[config.mk]
export PLATFORM = sky130hd
export DESIGN_NAME = seq_barrel_shifter_flat
export DESIGN_NICKNAME = d
export VERILOG_FILES = /design/src/rtl/seq_barrel_shifter_pkg.sv /design/src/rtl/seq_barrel_shifter_if.sv /design/src/rtl/seq_barrel_shifter_stage.sv /design/src/rtl/seq_barrel_shifter.sv /design/src/flat_wrapper.sv
export SDC_FILE = /design/constraint.sdc
export NUM_CORES = 1
export LEC_CHECK = 0
export ABC_CLOCK_PERIOD_IN_PS = 3250
export BUFFER_PORTS_ARGS = -buffer_cell sky130_fd_sc_hd__buf_2
export CAP_MARGIN = 10
export CORE_ASPECT_RATIO = 1.5
export CORE_MARGIN = 2
export CORE_UTILIZATION = 40
export DETAILED_ROUTE_END_ITERATION = 12
export SYNTH_ARGS = -nofsm -noshare
export SYNTH_HDL_FRONTEND = slang
export SYNTH_SLANG_ARGS = --single-unit
export TNS_END_PERCENT = 30
[constraint.sdc]
create_clock -name clock -period 3.25 [get_ports clock]
set_input_delay 0.1625 -clock clock [delete_from_list [all_inputs] [get_ports clock]]
set_output_delay 0.1625 -clock clock [all_outputs]
set_load 0.01 [all_outputs]
[src/rtl/seq_barrel_shifter_pkg.sv]
// ---------------------------------------------------------------------------
// shifter_pkg
// Shared definitions for the sequential barrel shifter:
//   op_t      - shift operation encodings (SLL, SRL, SRA, ROL)
//   state_t   - control FSM states (IDLE, BUSY, DONE)
//   calc_lat  - number of BUSY cycles needed to resolve every binary stage
// Optional feature macro: SHIFTER_ROTATE_EN (consumed by shift_stage).
// ---------------------------------------------------------------------------
package shifter_pkg;

  typedef enum logic [1:0] {
    OP_SLL = 2'b00,
    OP_SRL = 2'b01,
    OP_SRA = 2'b10,
    OP_ROL = 2'b11
  } op_t;

  typedef enum logic [1:0] {
    IDLE = 2'b00,
    BUSY = 2'b01,
    DONE = 2'b10
  } state_t;

  // Ceiling division: a partial last group still costs a whole cycle.
  function automatic int calc_lat(input int shamt_w, input int stages_per_cycle);
    return (shamt_w + stages_per_cycle - 1) / stages_per_cycle;
  endfunction

endpackage

[src/rtl/seq_barrel_shifter_if.sv]
// ---------------------------------------------------------------------------
// seq_barrel_shifter_if
// Request/response bundle for the sequential barrel shifter.
//   in_valid/in_ready   - request handshake
//   in_data             - operand (WIDTH bits)
//   in_shamt            - unsigned shift amount (SHAMT_W bits)
//   in_op               - 00 SLL, 01 SRL, 10 SRA, 11 ROL
//   out_valid/out_ready - result handshake
//   out_data            - registered result (WIDTH bits)
// Modports: master (requester / consumer side), slave (the shifter).
// ---------------------------------------------------------------------------
interface seq_barrel_shifter_if #(
  parameter int WIDTH   = 32,
  parameter int SHAMT_W = $clog2(WIDTH)
);

  logic               in_valid;
  logic               in_ready;
  logic [WIDTH-1:0]   in_data;
  logic [SHAMT_W-1:0] in_shamt;
  logic [1:0]         in_op;
  logic               out_valid;
  logic               out_ready;
  logic [WIDTH-1:0]   out_data;

  modport master (
    output in_valid, in_data, in_shamt, in_op, out_ready,
    input  in_ready, out_valid, out_data
  );

  modport slave (
    input  in_valid, in_data, in_shamt, in_op, out_ready,
    output in_ready, out_valid, out_data
  );

endinterface

[src/rtl/seq_barrel_shifter_stage.sv]
// ---------------------------------------------------------------------------
// shift_stage
// One combinational binary stage of the barrel shifter: shifts by the fixed
// distance DIST when enable is high, otherwise passes data through.
//   data    in  WIDTH  stage input
//   enable  in  1      this stage's shift-amount bit
//   op      in  op_t   operation
//   shifted out WIDTH  stage output
// Optional feature macro: SHIFTER_ROTATE_EN. When undefined, op ROL passes
// data through unmodified.
// ---------------------------------------------------------------------------
module shift_stage
  import shifter_pkg::*;
#(
  parameter int WIDTH = 32,
  parameter int DIST  = 1
) (
  input  logic [WIDTH-1:0] data,
  input  logic             enable,
  input  op_t              op,
  output logic [WIDTH-1:0] shifted
);

  // For SRA the MSB of every intermediate value is still the original
  // operand's sign bit, so filling from data[WIDTH-1] is correct at each stage.
  always_comb begin
    shifted = data;
    if (enable) begin
      case (op)
        OP_SLL:  shifted = data << DIST;
        OP_SRL:  shifted = data >> DIST;
        OP_SRA:  shifted = $signed(data) >>> DIST;
        OP_ROL:
`ifdef SHIFTER_ROTATE_EN
          shifted = (data << DIST) | (data >> (WIDTH - DIST));
`else
          shifted = data;
`endif
        default: shifted = data;
      endcase
    end
  end

endmodule

[src/rtl/seq_barrel_shifter.sv]
// ---------------------------------------------------------------------------
// seq_barrel_shifter
// Multi-cycle barrel shifter for the ALU shift path. Operands are latched on
// acceptance; STAGES_PER_CYCLE binary stages are resolved per clock, largest
// distance first, and the result is held in a register until consumed.
//   clock    in   sole clock, rising edge
//   reset_n  in   synchronous, active-low reset
//   bus      slave modport of seq_barrel_shifter_if (valid/ready both sides)
// Parameters: WIDTH (power of two >= 2), SHAMT_W, STAGES_PER_CYCLE.
// Optional feature macro: SHIFTER_ROTATE_EN (enables op 11 = rotate left).
// ---------------------------------------------------------------------------
module seq_barrel_shifter
  import shifter_pkg::*;
#(
  parameter int WIDTH            = 32,
  parameter int SHAMT_W          = $clog2(WIDTH),
  parameter int STAGES_PER_CYCLE = 1
) (
  input  logic                 clock,
  input  logic                 reset_n,
  seq_barrel_shifter_if.slave  bus
);

  localparam int LAT   = calc_lat(SHAMT_W, STAGES_PER_CYCLE);
  localparam int CNT_W = (LAT > 1) ? $clog2(LAT) : 1;

  state_t             state_q;
  state_t             state_d;
  logic [WIDTH-1:0]   work_q;
  logic [WIDTH-1:0]   out_data_q;
  logic [WIDTH-1:0]   stage_out;
  logic [SHAMT_W-1:0] shamt_q;
  op_t                op_q;
  logic [CNT_W-1:0]   cnt_q;
  logic               accept;
  logic               last_stage;
  logic [WIDTH-1:0]   grp_out [LAT];

  assign accept     = bus.in_valid & bus.in_ready;
  assign last_stage = (state_q == BUSY) && (cnt_q == CNT_W'(LAT - 1));
  assign bus.out_data = out_data_q;

  // Group g handles stages SHAMT_W-1-g*SPC down to SHAMT_W-g*SPC-SPC; positions
  // that fall below stage 0 (partial last group) are plain wires.
  for (genvar g = 0; g < LAT; g++) begin : g_grp
    logic [WIDTH-1:0] chain [STAGES_PER_CYCLE+1];
    assign chain[0] = work_q;
    for (genvar j = 0; j < STAGES_PER_CYCLE; j++) begin : g_pos
      localparam int K = SHAMT_W - 1 - g * STAGES_PER_CYCLE - j;
      if (K >= 0) begin : g_stage
        shift_stage #(
          .WIDTH (WIDTH),
          .DIST  (1 << K)
        ) u_stage (
          .data    (chain[j]),
          .enable  (shamt_q[K]),
          .op      (op_q),
          .shifted (chain[j+1])
        );
      end else begin : g_pass
        assign chain[j+1] = chain[j];
      end
    end
    assign grp_out[g] = chain[STAGES_PER_CYCLE];
  end

  // The stage counter selects which group acts on the working register.
  always_comb begin
    stage_out = work_q;
    for (int g = 0; g < LAT; g++) begin
      if (cnt_q == CNT_W'(g)) begin
        stage_out = grp_out[g];
      end
    end
  end

  always_ff @(posedge clock) begin
    if (!reset_n) begin
      state_q <= IDLE;
    end else begin
      state_q <= state_d;
    end
  end

  always_comb begin
    state_d = state_q;
    case (state_q)
      IDLE:    if (bus.in_valid) state_d = BUSY;
      BUSY:    if (last_stage) state_d = DONE;
      DONE:    if (bus.out_ready) state_d = bus.in_valid ? BUSY : IDLE;
      default: state_d = IDLE;
    endcase
  end

  // In DONE, in_ready follows out_ready so a consumed result and a new
  // request can share the same edge.
  always_comb begin
    bus.in_ready  = 1'b0;
    bus.out_valid = 1'b0;
    case (state_q)
      IDLE: bus.in_ready = 1'b1;
      DONE: begin
        bus.in_ready  = bus.out_ready;
        bus.out_valid = 1'b1;
      end
      default: begin
        bus.in_ready  = 1'b0;
        bus.out_valid = 1'b0;
      end
    endcase
  end

  // Accept can only happen in IDLE or DONE, so it never collides with the
  // BUSY update. out_data changes only on DONE entry.
  always_ff @(posedge clock) begin
    if (!reset_n) begin
      work_q     <= '0;
      out_data_q <= '0;
      shamt_q    <= '0;
      op_q       <= OP_SLL;
      cnt_q      <= '0;
    end else if (accept) begin
      work_q  <= bus.in_data;
      shamt_q <= bus.in_shamt;
      op_q    <= op_t'(bus.in_op);
      cnt_q   <= '0;
    end else if (state_q == BUSY) begin
      work_q <= stage_out;
      if (last_stage) begin
        out_data_q <= stage_out;
      end else begin
        cnt_q <= cnt_q + 1'b1;
      end
    end
  end

endmodule

[src/flat_wrapper.sv]
// flat-port wrapper written by rule: the top's interface ports become plain ports
module seq_barrel_shifter_flat import shifter_pkg::*;
#(
  parameter int WIDTH            = 32,
  parameter int SHAMT_W          = $clog2(WIDTH),
  parameter int STAGES_PER_CYCLE = 1
)
  (clock, reset_n, bus_in_valid, bus_in_data, bus_in_shamt, bus_in_op, bus_out_ready, bus_in_ready, bus_out_valid, bus_out_data);
  seq_barrel_shifter_if #(.WIDTH(WIDTH), .SHAMT_W(SHAMT_W)) bus_i ();
  input  logic clock;
  input  logic reset_n;
  input wire logic [$bits(bus_i.in_valid)-1:0] bus_in_valid;
  input wire logic [$bits(bus_i.in_data)-1:0] bus_in_data;
  input wire logic [$bits(bus_i.in_shamt)-1:0] bus_in_shamt;
  input wire logic [$bits(bus_i.in_op)-1:0] bus_in_op;
  input wire logic [$bits(bus_i.out_ready)-1:0] bus_out_ready;
  output wire logic [$bits(bus_i.in_ready)-1:0] bus_in_ready;
  output wire logic [$bits(bus_i.out_valid)-1:0] bus_out_valid;
  output wire logic [$bits(bus_i.out_data)-1:0] bus_out_data;
  assign bus_i.in_valid = bus_in_valid;
  assign bus_i.in_data = bus_in_data;
  assign bus_i.in_shamt = bus_in_shamt;
  assign bus_i.in_op = bus_in_op;
  assign bus_i.out_ready = bus_out_ready;
  assign bus_in_ready = bus_i.in_ready;
  assign bus_out_valid = bus_i.out_valid;
  assign bus_out_data = bus_i.out_data;
  seq_barrel_shifter #(.WIDTH(WIDTH), .SHAMT_W(SHAMT_W), .STAGES_PER_CYCLE(STAGES_PER_CYCLE)) u_core (.clock(clock), .reset_n(reset_n), .bus(bus_i));
endmodule
* After elaboration in Yosys (flattened, before gate mapping)
Index checks and enable logic that the tools add are counted.
Cells by class: reduce and logical (&&, ||, !) cells 9, add/sub/neg operators 1, equality and inequality tests 12, bitwise gates (word level) 4, muxes and demuxes 24
Operator list (number):
- $pmux W32 S4 | 5
- $mux W32 | 12
- $eq A2 B2 Y1 const B | 3
- $eq A3 B2 Y1 const B | 2
- $mux W2 | 3
- $pmux W2 S3 | 1
- $reduce_and A3 Y1 | 2
- $eq A2 B1 Y1 const B | 2
- $logic_not A2 Y1 | 2
- $ne A2 B2 Y1 const B | 2
- $add A3 B1 Y3 const B | 1
- $eq A3 B1 Y1 const B | 1
- $eq A3 B3 Y1 const B | 1
- $logic_not A3 Y1 | 1
- $not A1 Y1 | 3
- $mux W1 | 2
- $ne A2 B1 Y1 const B | 1
- $pmux W1 S2 | 1
- $reduce_and A2 Y1 | 1
- $reduce_bool A2 Y1 | 1
- $reduce_or A2 Y1 | 1
- $and A1 B1 Y1 | 1
- $logic_and A1 B1 Y1 | 1
Storage, ports and cells: bits in registers 76, logic and storage cells 56, output and inout port bits 34, input bits 43

* Logic depth before layout (Yosys ltp)
depth in word-level cells 10, mapped depth 11, gate-level depth less buffers 8

* Modules after synthesis
Synthesis repeated with hierarchy kept, for this count alone.
Second synthesis, totals: cells, all modules 1379, area, all modules 10359.9 um2
Modules (own cells, without submodules):
- seq_barrel_shifter | sequential area each 1521.5 um2, cells an instance 636, instances 1, area an instance 5057.4 um2
- shift_stage (u_core.g_grp[3].g_pos[0].g_stage.u_stage) | sequential area each 0.0 um2, cells an instance 149, instances 1, area an instance 1148.6 um2
- shift_stage (u_core.g_grp[4].g_pos[0].g_stage.u_stage) | sequential area each 0.0 um2, cells an instance 154, instances 1, area an instance 1086.0 um2
- shift_stage (u_core.g_grp[2].g_pos[0].g_stage.u_stage) | sequential area each 0.0 um2, cells an instance 153, instances 1, area an instance 1036.0 um2
- shift_stage (u_core.g_grp[1].g_pos[0].g_stage.u_stage) | sequential area each 0.0 um2, cells an instance 151, instances 1, area an instance 1024.7 um2
- shift_stage (u_core.g_grp[0].g_pos[0].g_stage.u_stage) | sequential area each 0.0 um2, cells an instance 136, instances 1, area an instance 1007.2 um2

* Worst setup path after synthesis
OpenSTA, ideal clock, no wires.
path kind flip-flop to flip-flop, start point reg u_core.cnt_q[0], end point reg u_core.work_q[28], buffers on the path 1, data arrival time 2023 ps, setup slack 1111 ps, library setup time 115 ps, period minus slack after synthesis 2139 ps, data required time 3135 ps, cell stages (with the launch flop) 10, cell sequence dfxtp_1 inv_1 ha_1 and3b_1 buf_4 nand2_2 a211oi_1 nor3_1 or4b_1 and3_1
On the way: cells in the longest elaborated chain, start to end 8, elaborated cells between the ends (all ways) 12, those cells by class 4 x eq/ne; 7 x mux; 1 x reduce/logical
Ends and longest elaborated chain:
- start: declaration | RTL line seq_barrel_shifter.sv:34 | logic [CNT_W-1:0] cnt_q;
- start signal: assignment | RTL line seq_barrel_shifter.sv:132 | cnt_q <= cnt_q + 1'b1;
- $logic_not A3 Y1 | RTL line seq_barrel_shifter.sv:71 | if (cnt_q == CNT_W'(g)) begin
- $mux W32 (4 in a row) | RTL line seq_barrel_shifter.sv:71
- $mux W32 * | RTL line seq_barrel_shifter.sv:71
- $mux W32 * | RTL line seq_barrel_shifter.sv:127 | end else if (state_q == BUSY) begin
- $mux W32 * | RTL line seq_barrel_shifter.sv:122 | end else if (accept) begin
- end signal: assignment | RTL line seq_barrel_shifter.sv:123 | work_q <= bus.in_data;
- end signal: assignment | RTL line seq_barrel_shifter.sv:128 | work_q <= stage_out;
- end: declaration | RTL line seq_barrel_shifter.sv:29 | logic [WIDTH-1:0] work_q;
Mark *: on every way between the ends. The rest lies on a longest branch, timed or not. The select of a mux whose other input is x is not followed. A chain may end at the register's enable or synchronous reset.

* Worst setup path after layout
start point reg u_core.op_q[1], end point reg u_core.work_q[27]
On the way: cells in the longest elaborated chain, start to end 10, elaborated cells between the ends (all ways) 21, those cells by class 3 x eq/ne; 17 x mux; 1 x reduce/logical
Ends and longest elaborated chain:
- start: declaration | RTL line seq_barrel_shifter.sv:33 | op_t op_q;
- start signal: assignment | RTL line seq_barrel_shifter.sv:125 | op_q <= op_t'(bus.in_op);
- $eq A2 B2 Y1, or another cell as far along | RTL line seq_barrel_shifter_stage.sv:29 | case (op)
- $pmux W32 S4 | RTL line seq_barrel_shifter_stage.sv:29
- $mux W32 | RTL line seq_barrel_shifter_stage.sv:28 | if (enable) begin
- $mux W32 (4 in a row) | RTL line seq_barrel_shifter.sv:71
- $mux W32 * | RTL line seq_barrel_shifter.sv:71
- $mux W32 * | RTL line seq_barrel_shifter.sv:127
- $mux W32 * | RTL line seq_barrel_shifter.sv:122
Marked as above.

==> flow_summary.toml <==
[setup_path]
r2r_slack_ns = 0.31
max_stage_delay_ns = 0.84
worstReg2RegEnd = "u_core.work_q[27]"
path_class = "reg2reg"
crit_chain = "xnor2_2 -> buf_4 -> nor2_1 -> a221oi_1 -> a2111oi_1 -> buf_4 -> o21ai_1 -> a21oi_1"
reg2reg_depth = 8
worstSetupStartpointType = "flop"
required_ns = 3.53
path_buf_inv = 2
crit_start = "u_core.op_q[1]"
crit-reg2reg-launch = "u_core.op_q[1]"
arrival_ns = 3.23
cpLargestDelayFamily = "compound AO/OA/AOI/OAI gates"
path_common_cell = "buf_4"
cp_max_fo = 35
cp-end-kind = "flop"
slowest_stage = "dfxtp_2"

[power_and_ir_drop]
peakVddDrop_uv = 215.9
p_leak_nw = 3.063
power_density_mw_per_mm2 = 405.1

[logic_synthesis]
synthArstFlopShare_pct = 0
synth_nets = 1129
yosysWarnings = 0
synth_fa_ha_area_share_pct = 0.8537
syn_area_per_cell_sq_um = 6.779
synth_ff_type = "dfxtp_1"
synth_top_family_by_area = "compound AO/OA/AOI/OAI gates"
synth_xor_area_share_pct = 0.5634
synthMuxAreaShare_pct = 0.9903
ys_types = 76
ys_ff_latch = 76
synthSimpleGateAreaFrac_pct = 22.76
syn-cell-area_sq_mm = 0.007328
seq_area_frac_synth_pct = 20.76
synth_edf_count = 0
synth-compound-area-share_pct = 45.21
syn-instance-count = 1081

[grt]
grt_max_degree = 50
grt_pass1_wl_mm = 62.69
grt.total_usage_pct = 43.70
grt_pass1_vias = 9420
antenna_found_initial = 1
grt_overflow = 0

[final_layout]
layout_common_cells = "nand2_1 (121), a21oi_1 (119), o21ai_0 (76), buf_2 (76), dfxtp_1 (74)"
area_delta_synth_final_pct = 12.92
final_common_cell = "nand2_1"
fill_cells = 1924
multi_input_area_sq_mm = 0.005166
register_area_sq_mm = 0.001524
fin_nets = 1154
drive_gt1_share_pct = 16.29

[clock_tree]
clockRootBuffer = "clkbuf_16"
clkSinkCount = 76
clk_latency_ns = 0.36
clockBufferDepth = 2
path_clk_slew_ns = 0.07
htreeDepth = 3
cts_made_buffers = 9
cts_tree = "yes"
cts_setup_buffers = 0

[worst_hold_path]
hold_class = "in2reg"
hold_depth = 3
min_from = "bus_in_op[1]"
holdPathEnd = "u_core.op_q[1]"

[die]
start_util_pct = 40.84
die_h_um = 169.8
die_area_sq_mm = 0.01944
core_area_sq_mm = 0.01794
io_pins = 77
rows = 60
fp.dieW_um = 114.5

[run_status]
outcome = "complete, no violations"

[sta]
skew_ns = 0.008862
max_freq_mhz = 339.7
maxSlewHeadroom_pct = 33.29
grt_setup_unrepaired = "no"
timing.final.crit_period_ns = 2.944
worst_pin_slew_ns = 0.9985
drv_slew = 0
hold_violations = 0
finalSetupTns_ns = 0
setup_viol = 0
timing.final.crit_share_pct = 90.58
layout_setup_ws_ns = 0.3063

[place]
routabilityCongestion = 1.096
dp_hpwl_mm = 30.63
port_buffers = 76
preCtsSetupSlack_ns = 0.4262

[routing]
first_pass_iters = 7
routed_wl_mm = 42.98
wl_per_cell_um = 32.34
dr.first_iter.drc_count = 1540
final_antenna_net_count = 0
num_vias = 9935
route.detailed.drc = 0
routed_via_density = 7.476

[job]
cap_viol_max_count = 0
-- stage by stage --
| stage | area (sq um) | cells | hold WS (ns) | utilization [%] | power (W) |
|---|---|---|---|---|---|
| 5_1_grt | 8273 | 1328 | 0.05160 | 46.11 | 0.003435 |
| 3_3_place_gp | 7983 | 1312 | 0.4008 | 44.49 | 0.002266 |
| 2_1_floorplan | 7328 | 1081 | 0.2985 | - | 0.001774 |
| 4_1_cts | 8272 | 1328 | 0.03307 | 46.10 | 0.003283 |
| 3_5_place_dp | 7983 | 1312 | 0.4045 | 44.49 | 0.002248 |
| 6_report | 8275 | 1329 | 0.03606 | 46.12 | 0.003353 |
-- cell type report --
type / count / area share [%]
Timing Repair Buffer: 146 / 11.40
Multi-Input combinational cell: 852 / 62.43
Clock buffer: 9 / 2.721
Tap cell: 217 / 3.281
Sequential cell: 76 / 18.42
Antenna cell: 1 / 0.03024
Clock inverter: 7 / 0.7711
Inverter: 21 / 0.9525
-- registers in the layout (all words and copies together), names as in the netlist --
| signal | count |
|---|---|
| u_core.bus.out_data | 32 |
| u_core.cnt_q | 3 |
| u_core.op_q | 2 |
| u_core.shamt_q | 5 |
| u_core.state_q | 2 |
| u_core.work_q | 32 |
-- worst reg2reg max path, cell delays in order (launching register included) --
cell	delay, ns
dfxtp_2	0.84
xnor2_2	0.18
buf_4	0.28
nor2_1	0.34
a221oi_1	0.16
a2111oi_1	0.67
buf_4	0.22
o21ai_1	0.05
a21oi_1	0.14
-- synthesized netlist by cell type (10+ instances only) --
cell type | n | area, sq um
nand2_1 | 121 | 454.2
o221ai_1 | 10 | 87.58
a221oi_1 | 37 | 324.1
nor2_1 | 69 | 259.0
o21ai_0 | 76 | 380.4
o21ai_1 | 22 | 110.1
a22o_1 | 14 | 122.6
o2111ai_1 | 14 | 122.6
a211oi_1 | 14 | 105.1
a21o_1 | 11 | 82.58
a221o_1 | 11 | 110.1
dfxtp_1 | 76 | 1521
and2_1 | 19 | 118.9
nand2b_1 | 32 | 200.2
nand3_1 | 47 | 235.2
o22ai_1 | 35 | 219.0
o311ai_1 | 11 | 96.34
clkbuf_1 | 99 | 371.6
o211ai_1 | 17 | 127.6
a22oi_1 | 17 | 127.6
nor2b_1 | 15 | 93.84
a31oi_1 | 14 | 87.58
a21oi_1 | 120 | 600.6
inv_1 | 18 | 67.56
buf_2 | 21 | 105.1
-- kinds of logic (layout without fill, tap and decap cells) --
group           after synthesis  after routing
compound gates              493            493
flops                        76             76
other cells                   0              1
buf+inv                     153            183
mux                           7              7
xor+xnor                      3              3
fa+ha+maj                     5              5
simple gates                344            344
-- how the worst max path moves through the flow --
| stage | end | slack (ns) | cells past startpoint |
|---|---|---|---|
| floorplan | u_core.work_q[28] | 1.11 | 9 |
| global placement | u_core.work_q[27] | 0.38 | 8 |
| detailed placement | u_core.work_q[27] | 0.43 | 8 |
| CTS | u_core.work_q[27] | 0.40 | 8 |
| global route | u_core.work_q[27] | 0.19 | 8 |
| finish | u_core.work_q[27] | 0.31 | 8 |
-- report_power, final --
group	switching, W	internal, W	total (W)	leakage (nW)
Sequential	0.000191	0.000979	0.00117	0.619
Clock	0.000503	0.000537	0.00104	0.136
Combinational	0.000755	0.000388	0.00114	2.31
-- repair_timing --
| item | 4_1_cts | 5_1_grt |
|---|---|---|
| hold buffers | 0 | 0 |
| endpoints found under the setup margin | 0 | 1 |
| resized for setup | 0 | 1 |
-- routing by layer --
| layer | up-vias | GRT usage (%) | routed length [um] |
|---|---|---|---|
| met5 | - | 0 | 0 |
| met4 | 0 | 32.66 | 3971 |
| met3 | 268 | 11.18 | 4800 |
| met2 | 851 | 67.17 | 18720 |
| met1 | 4662 | 51.80 | 15490 |
| li1 | 4154 | - | - |
Power figures use the tool's default switching activity.
